$ cat config.mk
export PLATFORM = sky130hd
export DESIGN_NAME = spi_target
export DESIGN_NICKNAME = d
export VERILOG_FILES = /design/src/rtl/spi_pkg.sv /design/src/rtl/spi_sync.sv /design/src/rtl/spi_target.sv
export SDC_FILE = /design/constraint.sdc
export NUM_CORES = 1
export LEC_CHECK = 0
export CAP_MARGIN = 20
export CORE_MARGIN = 3
export CORE_UTILIZATION = 40
export CTS_CLUSTER_SIZE = 30
export DETAILED_ROUTE_END_ITERATION = 10
export GPL_TIMING_DRIVEN = 0
export PLACE_DENSITY_LB_ADDON = 0.3
export SETUP_SLACK_MARGIN = 0.02
export SYNTH_ARGS = -nofsm -noshare
export SYNTH_HDL_FRONTEND = slang
export SYNTH_SLANG_ARGS = --single-unit
$ cat constraint.sdc
create_clock -name clock -period 5.71 [get_ports clock]
set_input_delay 1.713 -clock clock [delete_from_list [all_inputs] [get_ports clock]]
set_output_delay 1.713 -clock clock [all_outputs]
set_load 0.02 [all_outputs]
$ cat src/rtl/spi_pkg.sv
// Shared types and constants for the SPI target front end.
package spi_pkg;

  typedef enum logic [2:0] {
    IDLE,
    CMD,
    RD_FETCH,
    DATA,
    DONE
  } spi_state_e;

  localparam int RW_BIT         = 7;
  localparam int FRAME_BITS     = 16;
  localparam int BYTE_BITS      = 8;
  localparam int DEFAULT_ADDR_W = 6;
  localparam int DEFAULT_DATA_W = 8;
  localparam int CNT_W          = 5;

endpackage

$ cat src/rtl/spi_sync.sv
// N-stage synchronizer for an asynchronous pin, plus rise/fall pulses from one extra flop.
module spi_sync #(
  parameter int   STAGES  = 2,
  parameter logic RST_VAL = 1'b0
) (
  input  logic clock,
  input  logic reset_n,
  input  logic d_i,
  output logic q_o,
  output logic rise_o,
  output logic fall_o
);

  logic [STAGES-1:0] sync_q;
  logic              prev_q;

  always_ff @(posedge clock or negedge reset_n) begin
    if (!reset_n) begin
      sync_q <= {STAGES{RST_VAL}};
      prev_q <= RST_VAL;
    end else begin
      sync_q <= {sync_q[STAGES-2:0], d_i};
      prev_q <= sync_q[STAGES-1];
    end
  end

  assign q_o    = sync_q[STAGES-1];
  assign rise_o = sync_q[STAGES-1] & ~prev_q;
  assign fall_o = ~sync_q[STAGES-1] & prev_q;

endmodule

$ cat src/rtl/spi_target.sv
// SPI mode-0 target: 16-bit frames {rw,rsvd,addr} + data become single-cycle register accesses.
// Optional SPI_TARGET_STATUS_EN adds a saturating frame error counter (frame_err_cnt).
//
// state    | meaning
// IDLE     | waiting for cs_n fall
// CMD      | shifting in the command byte
// RD_FETCH | one wait cycle, then capture rd_data into tx_sr
// DATA     | shifting the data byte in (write) or out on miso (read)
// DONE     | frame complete, extra SCK edges ignored until cs_n rise
module spi_target
  import spi_pkg::*;
#(
  parameter int ADDR_W      = DEFAULT_ADDR_W,
  parameter int DATA_W      = DEFAULT_DATA_W,
  parameter int SYNC_STAGES = 2
) (
  input  logic              clock,
  input  logic              reset_n,
  input  logic              sck,
  input  logic              cs_n,
  input  logic              mosi,
  output logic              miso,
  output logic [ADDR_W-1:0] address,
  output logic              write_en,
  output logic [DATA_W-1:0] wr_data,
  output logic              read_en,
  input  logic [DATA_W-1:0] rd_data
`ifdef SPI_TARGET_STATUS_EN
  ,
  output logic [7:0]        frame_err_cnt
`endif
);

  logic sck_rise, sck_fall, cs_rise, cs_fall, mosi_s;
  logic sck_lvl_unused, cs_lvl_unused, mosi_rise_unused, mosi_fall_unused;

  spi_sync #(.STAGES(SYNC_STAGES), .RST_VAL(1'b0)) u_sync_sck (
    .clock(clock), .reset_n(reset_n), .d_i(sck),
    .q_o(sck_lvl_unused), .rise_o(sck_rise), .fall_o(sck_fall));

  spi_sync #(.STAGES(SYNC_STAGES), .RST_VAL(1'b1)) u_sync_cs (
    .clock(clock), .reset_n(reset_n), .d_i(cs_n),
    .q_o(cs_lvl_unused), .rise_o(cs_rise), .fall_o(cs_fall));

  spi_sync #(.STAGES(SYNC_STAGES), .RST_VAL(1'b0)) u_sync_mosi (
    .clock(clock), .reset_n(reset_n), .d_i(mosi),
    .q_o(mosi_s), .rise_o(mosi_rise_unused), .fall_o(mosi_fall_unused));

  spi_state_e        state_q;
  logic [CNT_W-1:0]  bit_cnt_q;
  logic [DATA_W-1:0] rx_sr_q, tx_sr_q, wr_data_q, shift_in;
  logic [ADDR_W-1:0] address_q;
  logic              rw_q, fetch_wait_q, write_en_q, read_en_q, miso_q;
`ifdef SPI_TARGET_STATUS_EN
  logic [7:0]        err_cnt_q;
`endif

  assign shift_in = {rx_sr_q[DATA_W-2:0], mosi_s};

  always_ff @(posedge clock or negedge reset_n) begin
    if (!reset_n) begin
      state_q      <= IDLE;
      bit_cnt_q    <= '0;
      rx_sr_q      <= '0;
      tx_sr_q      <= '0;
      wr_data_q    <= '0;
      address_q    <= '0;
      rw_q         <= 1'b0;
      fetch_wait_q <= 1'b0;
      write_en_q   <= 1'b0;
      read_en_q    <= 1'b0;
      miso_q       <= 1'b0;
`ifdef SPI_TARGET_STATUS_EN
      err_cnt_q    <= '0;
`endif
    end else begin
      write_en_q <= 1'b0;
      read_en_q  <= 1'b0;
      // cs_n rise outranks any SCK edge seen in the same cycle
      if (cs_rise && state_q != IDLE) begin
`ifdef SPI_TARGET_STATUS_EN
        if ((state_q != DONE || bit_cnt_q > CNT_W'(FRAME_BITS)) && err_cnt_q != 8'hFF)
          err_cnt_q <= err_cnt_q + 8'd1;
`endif
        state_q <= IDLE;
        miso_q  <= 1'b0;
      end else begin
        case (state_q)
          IDLE: if (cs_fall) begin
            bit_cnt_q    <= '0;
            rx_sr_q      <= '0;
            tx_sr_q      <= '0;
            fetch_wait_q <= 1'b0;
            state_q      <= CMD;
          end
          CMD: if (sck_rise) begin
            rx_sr_q   <= shift_in;
            bit_cnt_q <= bit_cnt_q + 1'b1;
            if (bit_cnt_q == CNT_W'(BYTE_BITS - 1)) begin
              address_q <= shift_in[ADDR_W-1:0];
              rw_q      <= shift_in[RW_BIT];
              if (shift_in[RW_BIT]) begin
                read_en_q    <= 1'b1;
                fetch_wait_q <= 1'b1;
                state_q      <= RD_FETCH;
              end else begin
                state_q <= DATA;
              end
            end
          end else if (sck_fall) begin
            miso_q <= tx_sr_q[DATA_W-1];
          end
          RD_FETCH: if (fetch_wait_q) begin
            fetch_wait_q <= 1'b0;
          end else begin
            tx_sr_q <= rd_data;
            miso_q  <= rd_data[DATA_W-1];
            state_q <= DATA;
          end
          DATA: if (sck_rise) begin
            rx_sr_q   <= shift_in;
            bit_cnt_q <= bit_cnt_q + 1'b1;
            if (bit_cnt_q == CNT_W'(FRAME_BITS - 1)) begin
              if (!rw_q) begin
                wr_data_q  <= shift_in;
                write_en_q <= 1'b1;
`ifdef SPI_TARGET_STATUS_EN
                if (address_q == '0) err_cnt_q <= '0;
`endif
              end
              state_q <= DONE;
            end
          // the fall closing byte 0 keeps bit 7 on miso; shifting starts after byte 1's first rise
          end else if (sck_fall && bit_cnt_q > CNT_W'(BYTE_BITS)) begin
            tx_sr_q <= tx_sr_q << 1;
            miso_q  <= tx_sr_q[DATA_W-2];
          end
          DONE: if (sck_rise && bit_cnt_q != '1) begin
            bit_cnt_q <= bit_cnt_q + 1'b1;
          end
          default: state_q <= IDLE;
        endcase
      end
    end
  end

  assign miso     = miso_q;
  assign address  = address_q;
  assign write_en = write_en_q;
  assign wr_data  = wr_data_q;
  assign read_en  = read_en_q;
`ifdef SPI_TARGET_STATUS_EN
  assign frame_err_cnt = err_cnt_q;
`endif

endmodule
# Word level (Yosys, flattened, before mapping)
# Index checks and enable logic that the tools add are counted.
# op_classes
eq_ne	27
bitwise	10
n_reduce_logical	19
addsub	1
magnitude_cmp	1
mux	42
# ops
op	n
$mux W8	4
$ne A3 B3 Y1 const B	10
$pmux W8 S3	1
$mux W1	21
$mux W3	7
$ne A2 B2 Y1 const B	9
$reduce_and A6 Y1	3
$mux W5	3
$pmux W3 S5	1
$pmux W5 S3	1
$pmux W7 S2	1
$reduce_bool A3 Y1	4
$reduce_and A5 Y1	2
$reduce_and A4 Y1	2
$mux W7	1
$reduce_and A7 Y1	1
$eq A3 B2 Y1 const B	2
$not A1 Y1	6
$pmux W1 S3	2
$add A5 B1 Y5 const B	1
$eq A5 B3 Y1 const B	1
$eq A5 B4 Y1 const B	1
$gt A5 B4 Y1 const B	1
$ne A5 B5 Y1 const B	1
9 further kinds	14
# word_totals
output_inout_bits	17
regBits	50
input_bits	13

# Longest topological paths before layout
# Gate-level depths: netlist of run 1.
# depth
ltp_word	7
mapped_depth	7

# By module
# From an unflattened synthesis of run 1, not the netlist that was laid out.
# hier_totals
cells_unflattened	214
hier_area_um2	2381.0
# by_module_without_submodules
module	instances	area_each_um2	cells_each	seq_area_each_um2
spi_target	1	2107.0	199	1051.0
spi_sync at u_sync_mosi ...	2	90.1	5	75.1
spi_sync at u_sync_cs	1	93.8	5	78.8

# Worst setup path after synthesis of run 1
# OpenSTA, ideal clock, no wires.
# synth_path
path_type	input-to-reg
startpoint	input rd_data[7]
endpoint	register miso_q (netlist: miso)
slack_ps	3228
stages	5
setup_ps	125
t_arrival_ps	2357
n_path_buf	0
cell_sequence	mux2i_1 -> a21oi_1 -> or2_2 -> mux2i_1 -> a21oi_1
# synth_via
elab_chain_len	3
# synth_rtl
element	line	text
start: declaration	spi_target.sv:27	input logic [DATA_W-1:0] rd_data
$mux W1	spi_target.sv:113	RD_FETCH: if (fetch_wait_q) begin
$pmux W1 S3	spi_target.sv:88	case (state_q)
$mux W1	spi_target.sv:80	if (cs_rise && state_q != IDLE) begin
end signal: assignment	spi_target.sv:111	miso_q <= tx_sr_q[DATA_W-1];
end signal: assignment	spi_target.sv:117	miso_q <= rd_data[DATA_W-1];
end signal: assignment	spi_target.sv:136	miso_q <= tx_sr_q[DATA_W-2];
end: declaration	spi_target.sv:53	logic rw_q, fetch_wait_q, write_en_q, read_en_q, miso_q;
# Every way passes these cells. The select of a mux whose other input is x is not followed.
# A chain may end at the register's enable or synchronous reset.

# Worst setup path in the final report of run 1
# layout_path
startpoint	register miso_q (netlist: miso)
endpoint	output miso
# layout_rtl
element	line	text
end: declaration	spi_target.sv:22	output logic miso,
# No word-level cell between the ends.

==> results.toml, run 1 <==
[grt]
antenna_found_initial = 0
track_usage = 0.1438
overflow = 0
grt_pass1_vias = 1555
grt_first_pass_wirelength_um = 7534
grt_max_degree = 33

[timing]
hold_viol_final = 0
clock-skew-final_ns = 0.004917
setup_viol = 0
fin_tns_setup_ns = 0
final_max_slew_viol_count = 0
rsz0062_at_grt = "no"
whs_ns = 0.3556
layout_min_cycle_time_ns = 3.009
tightest_slew_ns = 0.5085
fin_crit_sh = 0.5269
timing.fmax_mhz = 332.4
timing.slew.headroom = 0.6590

[floorplanning]
die_width_um = 81.97
num_rows = 27
io_pins = 30
die_h_um = 81.97
die-area_um2 = 6719
initial_utilization = 0.4167
core_area_um2 = 5540

[power_and_ir_drop]
clkPwrFrac = 0.302
totalPowerFinal_uw = 819.1
leakage_nw = 1.286
pwr_density_cell_nw_per_um2 = 291.1
p_sw_frac = 0.2801
ir_drop_v = 0.0001818
power.net_switching_uw = 229.4
seqPwrFrac = 0.521
internal-power_uw = 589.7
power_frac_comb = 0.177

[worst_setup_path]
path_cells = "clkdlybuf4s50_1"
cp_top_family = "buffers and inverters"
crit_required_ns = 4.00
crit_path_end_kind = "primary output"
worstPathMaxFanout = 3
reg2reg_to = "bit_cnt_q[3]"
cpMaxStageDelayCell = "clkdlybuf4s50_1"
path_buf_inv = 1
r2r_setup_slack_ns = 3.56
r2r_cells = 7
timing.rr.start = "bit_cnt_q[0]"
cp.arrival_ns = 1.30
cpPeakStageDelay_ns = 0.61
startpoint_type = "flip-flop"
crit_type = "flip-flop to primary output"

[yosys]
synth_area_leader_cell = "dfrtp_1"
synth_seq_cells = 50
synth.distinct_cells = 41
avgSynthCellArea_um2 = 11.72
yosys_warnings = 0
synth_compound_area_frac = 0.08401
yosys.area_share.adder = 0.02168
seq_area_frac_synth = 0.5436
synth.area.mux_share = 0.1556
syn_nets = 214
synth_top_family_by_area = "simple AND/OR/NAND/NOR gates"
synth_top_cell_area_share = 0.5095
synth_simple_gate_area_frac = 0.1707
async_reset_ff_frac = 1.000
synth_flop_cell = "dfrtp_1"
synth_xor_area_frac = 0
synth_area_leaders = "dfrtp_1 (51%), mux2_2 (11%), mux2i_1 (4.3%)"
synth_area_um2 = 2308
synth_cells = 197
synth_edf_count = 0

[clock_tree]
htree_num_levels = 2
hold_buffers = 0
post_cts_buffers = 0
cts.path.max_buffers = 2
cts_resized = 0
cts-buffers-inserted = 5
cts_root_buffer = "clkbuf_8"
clk_latency_ns = 0.30
cts.sinks = 50
cts_tree = "done"
clk_pin_slew_worst_paths_ns = 0.09

[place]
numPortBuffers = 29
place.detailed.hpwl_um = 2917
gp_congestion = 0.8112

[min_path]
whs_path_depth = 0
hp-start = "u_sync_mosi.sync_q[0]"
holdCritPathClass = "flip-flop to flip-flop"
min_to = "u_sync_mosi.sync_q[1]"

[finish]
diodes = 0
drive_gt1_frac = 0.2170
nFillCells = 533
fin_nets = 251
fin_util = 0.5079
synthToLayoutAreaGrowth_pct = 21.90

[run_status]
status = "finished, final reports clean"

[detailed_routing]
drt_iter0_markers = 99
drt-pass1-iter-count = 4
route.detailed.drc = 0
via_per_inst = 5.052
wl_per_cell_um = 13.60
vias = 1551
ant_nets = 0
wirelength_um = 4175

[job]
max_cap_viol_count = 0
[cells in the final DEF, fill, tap and decap left out, drive strengths merged, types with 2 or more instances in the layout]
master,count
nand2b,9
clkbuf,8
nor3,4
mux2,23
buf,7
o31ai,3
nor2,17
and3,2
nand2,16
nand3,8
nor4,4
mux2i,10
nand3b,2
a21oi,6
o21ai,14
dfstp,3
or2,2
dfrtp,47
inv,3
ha,4
clkdlybuf4s50,28
nor2b,3
[through the flow]
| step | cell area, um^2 | setup WS, ns | cells |
|---|---|---|---|
| global route | 2814 | 2.659 | 307 |
| finish | 2814 | 2.701 | 307 |
| detailed placement | 2704 | 2.736 | 299 |
| global placement | 2689 | 1.439 | 298 |
| floorplan | 2308 | 3.228 | 197 |
| CTS | 2814 | 2.695 | 307 |
[cell families after synthesis]
family,Yosys count
buffers and inverters,10
and+or+nand+nor,69
muxes,33
AOI/OAI and AO/OA,31
DFF,50
adders and majority gates,4
[area by class of cell]
cell class	count	area, um^2	share of cell area
timing repair buffer	30	305.3	0.1085
inverter	3	11.26	0.004002
clock inverter	2	37.54	0.01334
tap	72	90.09	0.03201
clock buffer	6	72.57	0.02579
buffer	7	45.04	0.01601
sequential	50	1255	0.4460
multi-input combinational	137	997.2	0.3544
[worst max-delay path by stage]
stage	startpoint	endpoint	slack (ns)	cells after the start
3_5_place_dp	rd_data[7]	miso	2.74	6
6_report	miso	miso	2.70	1
5_1_grt	miso	miso	2.66	1
4_1_cts	address[0]	address[0]	2.70	1
3_3_place_gp	reset_n	tx_sr_q[3]	1.44	1
2_1_floorplan	rd_data[7]	miso	3.23	5
[synth_stat cells, types with 2 or more instances]
cell type / instances
mux2i_1: 10
mux2_2: 23
buf_2: 3
a21oi_1: 6
nor3_1: 2
clkbuf_1: 2
inv_1: 3
nand3_1: 7
nand3b_1: 2
and3_1: 2
dfrtp_1: 47
nor2_1: 15
nand2_1: 16
nor2b_1: 3
nor4_1: 3
o21ai_0: 14
buf_6: 2
dfstp_2: 3
ha_1: 4
nand2b_1: 8
o31ai_1: 2
[flip-flops by register name, indices dropped and copies added, names as in the netlist]
signal,count
bit_cnt_q,5
address,6
u_sync_mosi.sync_q,2
u_sync_cs.prev_q,1
fetch_wait_q,1
miso,1
tx_sr_q,8
rw_q,1
wr_data,8
read_en,1
u_sync_sck.sync_q,2
write_en,1
u_sync_cs.sync_q,2
rx_sr_q,7
u_sync_sck.prev_q,1
state_q,3
[layer usage]
layer / vias to the layer above / global-route usage / routed length (um)
li1: 766 / - / -
met1: 752 / 0.2042 / 2044
met2: 27 / 0.2221 / 1935
met3: 6 / 0.03070 / 145
met4: 0 / 0.03987 / 50
met5: - / 0 / 0
[power by group through the flow]
stage | Combinational, mW | Sequential (mW) | Clock (mW)
after floorplan | 0.0950 | 0.430 | 0
after global placement | 0.143 | 0.433 | 0
after detailed placement | 0.147 | 0.433 | 0
after CTS | 0.147 | 0.427 | 0.253
after global routing | 0.165 | 0.434 | 0.269
final | 0.145 | 0.427 | 0.248
No activity file was read; power rests on OpenSTA's default activity.
==> run 2: changes to the inputs <==
==> constraint.sdc (replaced) <==
create_clock -name clock -period 3.1 [get_ports clock]
set_input_delay 0.93 -clock clock [delete_from_list [all_inputs] [get_ports clock]]
set_output_delay 0.93 -clock clock [all_outputs]
set_load 0.02 [all_outputs]
==> results of run 2 <==
The final DEF is identical to that of run 1. Status: finished, final reports clean.
Main changes from that run: setup slack after placement 2.736 ns -> 0.9094 ns; setup slack after layout 2.701 ns -> 0.8741 ns; register-to-register setup slack 3.56 ns -> 0.95 ns; total power 0.8191 mW -> 1.509 mW; worst IR drop on VDD 0.0001818 V -> 0.0003349 V
==> run 3: changes to the inputs <==
==> constraint.sdc (replaced) <==
create_clock -name clock -period 1.8 [get_ports clock]
set_input_delay 0.54 -clock clock [delete_from_list [all_inputs] [get_ports clock]]
set_output_delay 0.54 -clock clock [all_outputs]
set_load 0.02 [all_outputs]
==> results.toml, run 3 (synthesized netlist as in run 1, its figures left out) <==
[run_status]
status = "finished, final reports clean"

[worst_setup_path]
cp_top_family = "simple AND/OR/NAND/NOR gates"
cp.arrival_ns = 1.97
path_cells = "ha_2 > and3_4 > ha_4 > nand3_4 > nor3_4 > buf_6 > mux2_4"
crit_path_end_kind = "flip-flop"
crit_required_ns = 1.99
cpMaxStageDelayCell = "dfrtp_1"
cpPeakStageDelay_ns = 0.38
crit_type = "flip-flop to flip-flop"
worstPathMaxFanout = 4
path_buf_inv = 1
startpoint_type = "flip-flop"
r2r_setup_slack_ns = 0.02

[grt]
track_usage = 0.1471
overflow = 0
grt_first_pass_wirelength_um = 7665
antenna_found_initial = 0
grt_max_degree = 35
grt_pass1_vias = 1689

[floorplanning]
num_rows = 27
die_width_um = 81.97
initial_utilization = 0.4167
die_h_um = 81.97
io_pins = 30
die-area_um2 = 6719
core_area_um2 = 5540

[clock_tree]
cts.path.max_buffers = 2
clk_pin_slew_worst_paths_ns = 0.09
cts_root_buffer = "clkbuf_8"
hold_buffers = 0
cts.sinks = 50
clk_latency_ns = 0.30
cts_tree = "done"
cts-buffers-inserted = 5
htree_num_levels = 2

[timing]
final_max_slew_viol_count = 0
whs_ns = 0.1543
worst_slack_ns = 0.01778
hold_viol_final = 0
layout_min_cycle_time_ns = 1.782
timing.slew.headroom = 0.6649
timing.fmax_mhz = 561.1
rsz0062_at_grt = "yes"
clock-skew-final_ns = 0.005002
setup_viol = 0
fin_crit_sh = 0.9901
tightest_slew_ns = 0.4887

[detailed_routing]
via_per_inst = 5.125
drt_iter0_markers = 85
highest_layer = "met4"
route.detailed.drc = 0
wirelength_um = 4758
route.met2.wl_um = 2334
vias = 1645
wl_met3_um = 173
drt-met1-wl_um = 2231
drt-pass1-iter-count = 4
ant_nets = 0
wl_per_cell_um = 14.82

[power_and_ir_drop]
leakage_nw = 1.472
ir_drop_v = 0.0004473
pwr_density_cell_nw_per_um2 = 870.5

[place]
numPortBuffers = 29
place.detailed.hpwl_um = 2953
gp_congestion = 0.7887
place_area_um2 = 2738
pre_cts_ws_ns = -0.2382

[finish]
synthToLayoutAreaGrowth_pct = 32.79
drive_gt1_frac = 0.3253
diodes = 0
mostFrequentLayoutCell = "dfrtp_1"
fin_area_um2 = 3065
fin_util = 0.5533
nFillCells = 483
final_cell_mix = "dfrtp_1 (46), dlygate4sd2_1 (17), nor2_1 (15)"
fin_nets = 265

[min_path]
holdCritPathClass = "input pin to async pin"

[job]
max_cap_viol_count = 0
==> run 3: cell types whose count changed in the layout (fill, tap and decap cells not counted), moves of 2 or more <==
cell | before | now
clkdlybuf4s50_1 | 28 | 11
dlygate4sd2_1 | 0 | 17
buf_4 | 0 | 14
mux2_2 | 23 | 13
mux2_4 | 0 | 10
o21ai_0 | 14 | 10
o21ai_1 | 0 | 4
ha_1 | 4 | 1
nand2_1 | 16 | 13
buf_2 | 4 | 2
buf_6 | 2 | 4
ha_4 | 0 | 2
nand2_4 | 0 | 2
==> run 3: metal layers <==
layer,GRT usage,up-vias
li1,-,796
met1,0.1902,810
met2,0.2383,37
met3,0.04167,2
met4,0.04651,0
met5,0,-
==> run 3: per-stage QoR <==
| step | TNS (ns) | cells | total power, mW |
|---|---|---|---|
| after floorplan | -0.04392 | 197 | 1.671 |
| after global placement | -64.35 | 298 | 1.836 |
| after detailed placement | -3.605 | 299 | 1.851 |
| after CTS | -0.5541 | 317 | 2.640 |
| after global routing | -0.2736 | 321 | 2.824 |
| final | 0 | 321 | 2.669 |
==> run 3: area by class of cell <==
cell class | instances | area (um^2) | area share
Buffer | 6 | 40.04 | 0.01306
Timing Repair Buffer | 45 | 407.9 | 0.1331
Multi-Input combinational cell | 137 | 1165 | 0.3800
Tap cell | 72 | 90.09 | 0.02939
Clock inverter | 1 | 8.758 | 0.002857
Inverter | 3 | 11.26 | 0.003673
Sequential cell | 50 | 1256 | 0.4098
Clock buffer | 7 | 86.33 | 0.02816
==> run 3: report_power, final <==
part           internal [mW]  switching [mW]
combinational          0.301           0.317
clock                  0.318           0.372
sequential              1.24           0.119
==> run 3: final timing paths <==
path | from | to | cells after the start
setup / recovery | bit_cnt_q[1] | wr_data[5] | 7
hold / removal | reset_n | u_sync_sck.sync_q[0] | 1
setup reg to reg | bit_cnt_q[1] | wr_data[5] | 7
hold reg to reg | u_sync_sck.sync_q[0] | u_sync_sck.sync_q[1] | 0
max in group asynchronous | reset_n | u_sync_cs.sync_q[1] | 2
min in group clock | u_sync_sck.sync_q[0] | u_sync_sck.sync_q[1] | 0
==> run 3: what timing repair did <==
action,4_1_cts,5_1_grt
gates resized for setup,31,28
pin swaps,8,9
setup endpoints to repair,47,35
setup buffers,11,5
